--- config.mk ---
export PLATFORM = sky130hd
export DESIGN_NAME = rev_buf
export DESIGN_NICKNAME = d
export VERILOG_FILES = /design/src/rtl/viterbi_pkg.sv /design/src/rtl/rev_buf.sv
export SDC_FILE = /design/constraint.sdc
export NUM_CORES = 1
export LEC_CHECK = 0
export BUFFER_PORTS_ARGS = -buffer_cell sky130_fd_sc_hd__buf_4
export CAP_MARGIN = 5
export CELL_PAD_IN_SITES_DETAIL_PLACEMENT = 2
export CELL_PAD_IN_SITES_GLOBAL_PLACEMENT = 2
export CORE_ASPECT_RATIO = 1.25
export CORE_MARGIN = 2
export CORE_UTILIZATION = 35
export DETAILED_ROUTE_END_ITERATION = 10
export GPL_TIMING_DRIVEN = 1
export PLACE_DENSITY_LB_ADDON = 0.1
export SYNTH_ARGS = -nofsm -noshare
export SYNTH_HDL_FRONTEND = slang
export SYNTH_SLANG_ARGS = --single-unit
--- constraint.sdc ---
create_clock -name clk -period 1.72 [get_ports clk]
set_input_delay 0.344 -clock clk [delete_from_list [all_inputs] [get_ports clk]]
set_output_delay 0.344 -clock clk [all_outputs]
set_load 0.01 [all_outputs]
--- src/rtl/viterbi_pkg.sv ---
// Shared constants for the Viterbi decoder datapath: traceback block length
// and trellis state width, imported by the traceback unit and the reversal buffer.
package viterbi_pkg;

   localparam int TB_DEPTH = 8;
   localparam int STATE_W  = 6;

endpackage

--- src/rtl/rev_buf.sv ---
// Ping-pong reversal buffer: collects a traceback block (newest bit first)
// in one bank while the other bank drains in forward time order.
module rev_buf
   import viterbi_pkg::*;
#(
   parameter int DEPTH = TB_DEPTH
) (
   input  logic                     clk,
   input  logic                     rst,
   input  logic                     wr_en,
   input  logic                     d_in,
   output logic                     d_out,
   output logic                     valid_o,
   output logic                     last_o,
   output logic [$clog2(DEPTH):0]   fill_o
);

   localparam int AW = $clog2(DEPTH);

   logic [DEPTH-1:0] bank0;
   logic [DEPTH-1:0] bank1;
   logic [AW-1:0]    wptr;
   logic [AW-1:0]    rptr;
   logic             wsel;
   logic             rd_active;
   logic             blk_done;
   logic             rd_bit;

   assign blk_done = wr_en && (wptr == AW'(DEPTH - 1));
   assign rd_bit   = wsel ? bank0[rptr] : bank1[rptr];
   assign fill_o   = {1'b0, wptr};

   // Bank storage carries no reset; rd_active gates every read of it.
   always_ff @(posedge clk) begin
      if (wr_en) begin
         if (wsel) bank1[wptr] <= d_in;
         else      bank0[wptr] <= d_in;
      end
   end

   always_ff @(posedge clk or negedge rst) begin
      if (!rst) begin
         wptr      <= '0;
         rptr      <= AW'(DEPTH - 1);
         wsel      <= 1'b0;
         rd_active <= 1'b0;
         d_out     <= 1'b0;
         valid_o   <= 1'b0;
         last_o    <= 1'b0;
      end else begin
         if (blk_done) begin
            wsel <= ~wsel;
            wptr <= '0;
         end else if (wr_en) begin
            wptr <= wptr + 1'b1;
         end

         if (rd_active) begin
            d_out   <= rd_bit;
            valid_o <= 1'b1;
            last_o  <= (rptr == '0);
            rptr    <= rptr - 1'b1;
            if (rptr == '0) rd_active <= 1'b0;
         end else begin
            d_out   <= 1'b0;
            valid_o <= 1'b0;
            last_o  <= 1'b0;
         end

         // A freshly completed block always wins, whether the old drain
         // just finished or is being abandoned.
         if (blk_done) begin
            rd_active <= 1'b1;
            rptr      <= AW'(DEPTH - 1);
         end
      end
   end

endmodule

==> results.yml <==
status:
  outcome: "completed"
drt:
  routed_wl_um: 2583
  vias: 782
  drt_iter0_drc: 10
  first_pass_iters: 2
  wl_per_cell_um: 17.57
  detail-route-antenna-nets: 0
  drc: 0
  viasPerCell: 5.320
power_and_ir_drop:
  p_per_area_nw_per_um2: 1564
  intPower_uw: 1415
  p_leak_uw: 0.0005616
  p_clk_share_pct: 16.1
  switching_share_pct: 35.11
  combPwrFrac_pct: 34.9
  peakVddDrop_mv: 0.7455
  p_switching_uw: 765.5
  power_frac_seq_pct: 49.0
  report.power.total_uw: 2180
yosys:
  netlist_area_um2: 1222
  yosys.area_share.simple_pct: 14.64
  synth_nets: 106
  synth_top_family_by_area: "simple AND/OR/NAND/NOR gates"
  synth-compound-area-share_pct: 4.708
  synth_async_sr_flop_share_pct: 40.74
  synth.most_common_cell: "edfxtp_1"
  synth_cells: 98
  ys.warnings.count: 0
  syn_avg_cell_area_um2: 12.47
  synthFlopType: "edfxtp_1"
  synth.area.mux_share_pct: 7.984
  ys_seq_elements: 27
  synth_xor_area_share_pct: 1.433
  seq_area_frac_synth_pct: 62.13
  synth_top_area_cell: "edfxtp_1"
  synthAdderAreaFrac_pct: 4.094
  synthTopCellsByArea: "edfxtp_1 (39%), dfrtp_1 (16%), dfstp_2 (6.4%)"
  synth_edf_count: 16
  synth.distinct_cells: 30
  synth_top_area_share_pct: 39.30
  ys_top_cells_by_count: "edfxtp_1 (16), nor2_1 (13), dfrtp_1 (8)"
die:
  die-area_um2: 3984
  die_x_um: 56.86
  core-area_um2: 3423
  initial_core_util_pct: 35.71
  fp-row-count: 24
  num_io_pins: 11
  die_y_um: 70.08
setup_path:
  critPathLaunchType: "flop"
  cp.arrival_ns: 1.79
  path_class: "flop to flop"
  path_cells: "mux4_2, o22ai_2, nor4b_1, a41o_1"
  slowest_stage: "dfstp_2"
  end_kind: "flop"
  slowest_delay_ns: 0.62
  critPathRequiredTime_ns: 1.88
  cp_max_fo: 6
cells_and_area:
  finish.net_count: 117
  drive_gt1_share_pct: 25.00
  post-route-util_pct: 40.72
  syn2layout_area_growth_pct: 14.02
  diodes: 0
grt:
  grt_usage_pct: 14.71
  grt_pass1_vias: 877
  antenna_found_initial: 0
  grt_pass1_wl_um: 4450
  grt_max_degree: 17
  grt_overflow_total: 0
sta:
  finalWorstSetupSlack_ns: 0.08931
  skew_ns: 0.005399
  setup_violations: 0
  setup_tns_ns: 0
  hold_viol: 0
  fmax_mhz: 613.2
  fin_crit_ns: 1.631
  rsz0062_at_grt: "false"
  final.period_utilization_pct: 94.81
  drv_slew: 0
worst_hold_path:
  hp-class: "primary input to flop"
clock_tree:
  clock-root-buffer: "clkbuf_8"
  h-tree-depth: 1
  post-cts-setup-buffers: 0
  path_clk_slew_ns: 0.09
  cts_made_buffers: 3
  clock_latency_ns: 0.27
  clock-sinks: 27
  clockBufferDepth: 2
  cts_tree: "done"
place:
  dp.final_hpwl_um: 2001
  gp_congestion: 0.7371
  port_buffers: 9
  dp_slack_ns: 0.04174
flow_run:
  cap_viol_max_count: 0
worst paths after layout:
kind                       startpoint  endpoint  slack (ns)  depth (start not counted)
setup / recovery              rptr[0]     d_out        0.09                          4
hold / removal                  wr_en   wptr[0]        0.32                          2
setup reg to reg              rptr[0]     d_out        0.09                          4
hold reg to reg             rd_active   valid_o        0.58                          0
max in group asynchronous         rst   rptr[0]        1.04                          2
min in group asynchronous         rst     d_out        0.44                          2
cell usage in the layout (no fill, tap or decap):
master	count
o22ai_1	1
a2111oi_2	1
clkbuf_8	3
and3_1	2
and2b_4	1
o21ai_0	3
a31oi_1	1
edfxtp_1	16
o22ai_2	1
nand2_1	7
nor2_1	12
a21oi_1	1
nand3_1	2
xnor2_1	2
mux4_2	2
nand2b_1	3
nand3b_1	2
dfrtp_1	8
dfstp_2	3
mux2_2	2
or3b_2	1
clkinv_2	1
nor4b_1	1
nor3_1	4
mux2i_1	3
dlygate4sd3_1	1
buf_6	1
buf_4	10
conb_1	1
a41o_1	1
nor2_2	1
ha_1	4
inv_1	6
per-layer routing:
layer  GRT usage, %  share of wire [%]  up-vias
met3          1.852                3.1        4
met5              0                  0        -
met2          26.10                 53       13
li1               -                  -      360
met1          17.55                 42      405
met4          6.460                2.1        0
metrics by stage:
| stage | hold slack, ns | instance area, um2 | instances |
|---|---|---|---|
| floorplan | 0.04841 | 1222 | 98 |
| global route | 0.3327 | 1394 | 147 |
| finish | 0.3213 | 1394 | 147 |
| CTS | 0.3149 | 1375 | 147 |
| global placement | 0.1906 | 1319 | 142 |
| detailed placement | 0.1959 | 1319 | 142 |
registers in the layout, summed over array words and instances, names as in the netlist:
signal	cells
bank0	8
bank1	8
d_out	1
last_o	1
rd_active	1
rptr	3
valid_o	1
wptr	3
wsel	1
cell type report:
type / instances / area [um2]
fill: 368 / 2029
sequential: 27 / 759.5
multi-input combinational: 59 / 420.4
timing repair buffer: 12 / 96.34
tap: 39 / 48.80
clock buffer: 3 / 41.29
inverter: 6 / 22.52
clock inverter: 1 / 5.005
kinds of logic (layout without fill, tap and decap cells):
group,after synthesis,after routing
xor gates and xnor gates,2,2
adders and majority gates,4,4
AOI/OAI and AO/OA,9,9
buffers and inverters,12,22
muxes,7,7
other,1,1
DFF,27,27
and+or+nand+nor,36,36
power by group through the flow:
stage               Clock, uW  Sequential (uW)  Combinational [uW]
CTS                       369             1070                 742
global route              390             1110                 872
detailed placement          0             1080                 740
global placement            0             1070                 705
floorplan                   0              991                 546
finish                    352             1070                 760
critical path: cells and delay by family (launching register included):
family	cells	cell delay, ns
AND/OR/NAND/NOR	1	0.07
flip-flops	1	0.62
AO/OA/AOI/OAI	2	0.33
multiplexers	1	0.53
what timing repair did:
action / 4_1_cts / 5_1_grt
hold buffers: 1 / 0
hold endpoints to repair: 8 / 0
resized for setup: 0 / 5
setup endpoints to repair: 0 / 1
Power figures use the tool's default switching activity.
